<file path="src/rtl/clk_div_dec.sv">
// rtl/clk_div_dec.sv - dual-modulus fractional clock divider (DIV_INT + DIV_FRAC/10)
module clk_div_dec #(
  parameter int DIV_INT  = 4,
  parameter int DIV_FRAC = 5
) (
  input  logic clk,
  input  logic rstn,
  input  logic load,
  output logic clk_div
);

  // Reject ratios outside the supported range at elaboration time
  generate
    if (DIV_INT < 2 || DIV_INT > 255) begin : g_bad_div_int
      $error("clk_div_dec: DIV_INT must be in 2..255");
    end
    if (DIV_FRAC < 0 || DIV_FRAC > 9) begin : g_bad_div_frac
      $error("clk_div_dec: DIV_FRAC must be in 0..9");
    end
  endgenerate

  // Period lengths need 9 bits because DIV_INT+1 can reach 256
  localparam logic [8:0] P_SHORT = 9'(DIV_INT);
  localparam logic [8:0] P_LONG  = 9'(DIV_INT + 1);
  localparam logic [4:0] FRAC    = 5'(DIV_FRAC);

  logic [7:0] cnt;       // position inside the current period, 0..P-1
  logic [3:0] acc;       // fractional error accumulator, 0..9
  logic [8:0] per_len;   // length P of the period in progress
  logic       running;   // a period is in progress

  logic [4:0] sum;
  logic [4:0] sum_m10;
  logic       long_sel;
  logic [3:0] next_acc;
  logic [8:0] next_len;
  logic       wrap;
  logic [7:0] cnt_inc;

  // Choose the next period length from the accumulator and detect period end
  always_comb begin
    sum      = {1'b0, acc} + FRAC;
    sum_m10  = sum - 5'd10;
    long_sel = (sum >= 5'd10);
    next_acc = long_sel ? sum_m10[3:0] : sum[3:0];
    next_len = long_sel ? P_LONG : P_SHORT;
    wrap     = running && ({1'b0, cnt} == (per_len - 9'd1));
    cnt_inc  = cnt + 8'd1;
  end

  // Restart has priority over counting; a new period always opens with a high cycle
  always_ff @(posedge clk or negedge rstn) begin
    if (!rstn) begin
      cnt     <= 8'd0;
      acc     <= 4'd0;
      per_len <= P_SHORT;
      running <= 1'b0;
      clk_div <= 1'b0;
    end else if (load) begin
      cnt     <= 8'd0;
      acc     <= 4'd0;
      per_len <= P_SHORT;
      running <= 1'b0;
      clk_div <= 1'b0;
    end else if (!running || wrap) begin
      cnt     <= 8'd0;
      acc     <= next_acc;
      per_len <= next_len;
      running <= 1'b1;
      clk_div <= 1'b1;
    end else begin
      cnt     <= cnt_inc;
      // High while the upcoming position is below floor(P/2)
      clk_div <= ({1'b0, cnt_inc} < {1'b0, per_len[8:1]});
    end
  end

endmodule

</file>
<file path="config.mk">
export PLATFORM = sky130hd
export DESIGN_NAME = clk_div_dec
export DESIGN_NICKNAME = d
export VERILOG_FILES = /design/src/rtl/clk_div_dec.sv
export SDC_FILE = /design/constraint.sdc
export NUM_CORES = 1
export LEC_CHECK = 0
export BUFFER_PORTS_ARGS = -buffer_cell sky130_fd_sc_hd__buf_2
export CAP_MARGIN = 25
export CORE_UTILIZATION = 45
export DETAILED_ROUTE_END_ITERATION = 8
export GPL_TIMING_DRIVEN = 0
export PLACE_DENSITY = 0.61
export SYNTH_ARGS = -nofsm -noshare
export SYNTH_HDL_FRONTEND = slang
export SYNTH_SLANG_ARGS = --single-unit
</file>
<file path="constraint.sdc">
create_clock -name clk -period 4.4 [get_ports clk]
set_clock_uncertainty 0.2 [all_clocks]
set_input_delay 0.66 -clock clk [delete_from_list [all_inputs] [get_ports clk]]
set_output_delay 0.66 -clock clk [all_outputs]
set_load 0.01 [all_outputs]
</file>
* Word-level counts from Yosys, hierarchy flattened
Cells that the tools add are included.
W data, S select, Z words.
** Cells by class
- Add/subtract/negate cells :: 4
- Magnitude comparators :: 2
- Equal/unequal tests :: 1
- Mux-type cells :: 12
- Reductions and logical operators :: 4
** Operators by type and width (number)
- $mux W9 :: 2
- $mux W8 :: 2
- $mux W4 :: 3
- $eq A8 B9 Y1 :: 1
- $sub A9 B1 Y9 const B :: 1
- $add A8 B1 Y8 const B :: 1
- $lt A8 B8 Y1 :: 1
- $add A4 B3 Y5 const B :: 1
- $ge A5 B4 Y1 const B :: 1
- $mux W1 :: 5
- $sub A4 B4 Y4 const B :: 1
- $reduce_bool A2 Y1 :: 1
- $logic_and A1 B1 Y1 :: 1
- $logic_not A1 Y1 :: 1
- $logic_or A1 B1 Y1 :: 1
** Word-level totals
- Bits in registers :: 23
- Input port bits :: 3

* Longest topological paths before layout
- Word-level depth :: 6
- Gate-level depth with buffers :: 7

* Worst setup path before layout
OpenSTA, ideal clock, no wires.
- Kind :: flip-flop to flip-flop
- Start :: register acc[0]
- End :: register acc[1]
- Library setup time :: 122 ps
- Arrival time :: 1732 ps
- Data required time :: 4078 ps
- Path slack :: 2347 ps
- Stages on the path, launching flop included :: 8
- Path buffers :: 0
- Path through :: dfrtp_1 > ha_1 > xor2_1 > ha_1 > a21oi_1 > a2bb2oi_1 > a21oi_1 > a32o_1
** On the way
- Longest elaborated chain between the ends :: 5
** Ends and longest elaborated chain
- start: declaration :: line 28 : logic [3:0] acc;
- start signal: assignment :: line 67 : acc <= next_acc;
- $add A4 B3 Y5 (*) :: line 42 : sum = {1'b0, acc} + FRAC;
- $sub A4 B4 Y4 / $ge A5 B4 Y1 (equally long branches) :: line 43, 44
- $mux W4 (*) :: line 45 : next_acc = long_sel ? sum_m10[3:0] : sum[3:0];
- $mux W4 (*) :: line 65 : end else if (!running || wrap) begin
- $mux W4 (*) :: line 59 : end else if (load) begin
Mark *: on every way between the ends. The rest lies on a longest branch, timed or not. The select of a mux whose other input is x is not followed.
A chain may end at the register's enable or synchronous reset.

* Worst setup path after layout
Same ends and word-level chain as after synthesis.

==> results.toml <==
[clocking]
cts_root_buf = "clkbuf_4"
cts_buffers = 3
cts_tree = "done"
cts_max_level = 1
ctsResizeCount = 0
insertion_delay_ns = 0.28
postCtsSetupRepairBufs = 0
cts_hold_buf = 0
path_clk_slew_ns = 0.08
clock_path_buffers = 2
clock_sinks = 15

[logic_synthesis]
synth.most_common_cell = "dfrtp_1"
synth_area_leaders = "dfrtp_1 (43%), nor2_1 (6.0%), xnor2_1 (6.0%), ha_1 (5.7%), xor2_1 (4.0%)"
synth_edf_count = 0
ys_seq_area_share_pct = 42.9
synth_area_leader_cell = "dfrtp_1"
synth_top_cell_area_share_pct = 42.9
async_flop_share_pct = 100
yosysWarnings = 0
postSynthAreaPerCell_um2 = 9.61
yosys-top-cells-count = "dfrtp_1 (15), nor2_1 (14), xnor2_1 (6)"
synthCells = 91
syn-num-nets = 98
synthDistinctLibCells = 31
ys_ff_latch = 15
synthFlopType = "dfrtp_1"
synth_area_um2 = 875

[pwr]
peakVddDrop_v = 0.000208
p_sw_share_pct = 28.1
clockPowerShare_pct = 27.4
power_switching_mw = 0.0797
internal-power_mw = 0.204
comb_power_share_pct = 18.9
p_leak_nw = 0.431
p_per_area_nw_per_um2 = 300
p_total_mw = 0.284
p_seq_share_pct = 53.8

[die]
num_rows = 15
die_h_um = 46.1
num_io_pins = 4
start_util_pct = 49.1
die_w_um = 46.1
die_area_um2 = 2120
coreArea_um2 = 1780

[critical_path]
setup.worst_path.start_class = "flip-flop"
crit_required_ns = 4.38
criticalPathCategory = "reg -> reg"
arrival_ns = 2.27
worst_setup_path_end_kind = "flip-flop"
worst-path-max-fanout = 6

[grt]
grt_max_degree = 16
grt_pass1_wl_um = 2600
globalRouteOverflowTotal = 0
first_global_vias = 603
grt.total_usage_pct = 17.4
antenna_found_initial = 0

[cells_and_area]
multi_input_area_um2 = 473
nFillCells = 157
seq_area_um2 = 375
fin_cells = 123
insertedDiodeCount = 0
drive_gt1_share_pct = 11.2
area_delta_synth_final_pct = 8.30
final_nets = 106
fin_util_pct = 53.1

[drt]
num_vias = 650
dr.pass1.iters = 4
ant_nets = 0
wire_per_inst_um = 12.2
drc = 0
viasPerCell = 5.28
drt_iter0_markers = 10
routed_wirelength_um = 1500

[placed_design]
place_ws_ns = 2.13
hpwl_um = 1120
post-place-cells = 119
place_congestion = 0.730
port_buffers = 3

[job]
cap_viol_max_count = 0

[sta]
tightest_slew_ns = 0.323
fmax_mhz = 436
setup_tns_ns = 0
rsz0062_at_grt = "no"
min_period_over_period_pct = 52.1
slew_violations = 0
fin_ws_ns = 2.11
relSlewSlack_pct = 78.5
setup_violations = 0
hold_viol = 0
period_minus_slack_ns = 2.29

[min_path]
hold_class = "in -> async"

[outcome]
outcome = "finished, final reports clean"
## layout by cell type (no fill, tap or decap), drive strengths merged
master	n
clkbuf	4
a32o	2
nor2b	1
nor2	14
and2	1
o21bai	2
o21ai	5
a21oi	6
nand3	5
a21o	1
a221o	1
xor2	4
and3	3
a2bb2oi	1
xnor2	6
o21a	2
mux2i	1
nor3b	1
nor3	2
nand4bb	1
o31a	1
a21bo	1
ha	4
inv	4
buf	4
dfrtp	15
nand2	6
## path summary, 6_finish.rpt
kind                         from     end  slack [ns]  depth (start not counted)
setup / recovery           acc[0]  acc[1]        2.11                          7
hold / removal               rstn  acc[3]        0.06                          1
setup reg to reg           acc[0]  acc[1]        2.11                          7
hold reg to reg            cnt[0]  cnt[0]        0.34                          1
max in group asynchronous    rstn  cnt[1]        3.70                          1
min in group clk           cnt[0]  cnt[0]        0.34                          1
## routing by layer
| metal | track usage [%] | up-vias | part of all wire, % |
|---|---|---|---|
| li1 | - | 333 | - |
| met1 | 25.7 | 306 | 55 |
| met2 | 24.5 | 11 | 41 |
| met3 | 5.88 | 0 | 4.1 |
| met4 | 3.53 | 0 | 0 |
| met5 | 0 | - | 0 |
## power by group through the flow
stage          clock network (mW)  registers (mW)  logic [mW]
4_1_cts                    0.0800           0.152      0.0540
3_5_place_dp                    0           0.155      0.0537
6_report                   0.0776           0.153      0.0535
3_3_place_gp                    0           0.155      0.0526
5_1_grt                    0.0873           0.154      0.0625
2_1_floorplan                   0           0.154      0.0402
## cell families after synthesis
family,share of synthesized area (%)
simple gates,19.2
compound gates,18.0
flops,42.9
xor+xnor,10.0
buf+inv,3.00
fa+ha+maj,5.72
mux,1.14
## critical path, stage by stage (launching register included)
cell and delay, ns:
dfrtp_1 0.45, ha_1 0.28, xor2_1 0.16, ha_1 0.26, a21oi_1 0.20, a2bb2oi_1 0.30
a21oi_1 0.13, a32o_1 0.21
## flip-flops by register name, summed over array words and instances (netlist names)
| signal | flops |
|---|---|
| acc | 4 |
| clk_div | 1 |
| cnt | 8 |
| per_len | 1 |
| running | 1 |
## per-stage QoR
stage                     hold WS [ns]  instance area (um^2)
after floorplan                  0.164                   875
after global placement           0.323                   921
after detailed placement         0.328                   921
after CTS                       0.0646                   947
after global routing            0.0783                   947
final                           0.0602                   947
## area by class of cell
type	instances	share of cell area, %
Multi-Input combinational cell	71	49.9
Buffer	1	1.19
Timing Repair Buffer	3	1.59
Clock buffer	4	2.77
Tap cell	25	3.30
Sequential cell	15	39.6
Inverter	4	1.59
No activity file was read; power rests on OpenSTA's default activity.
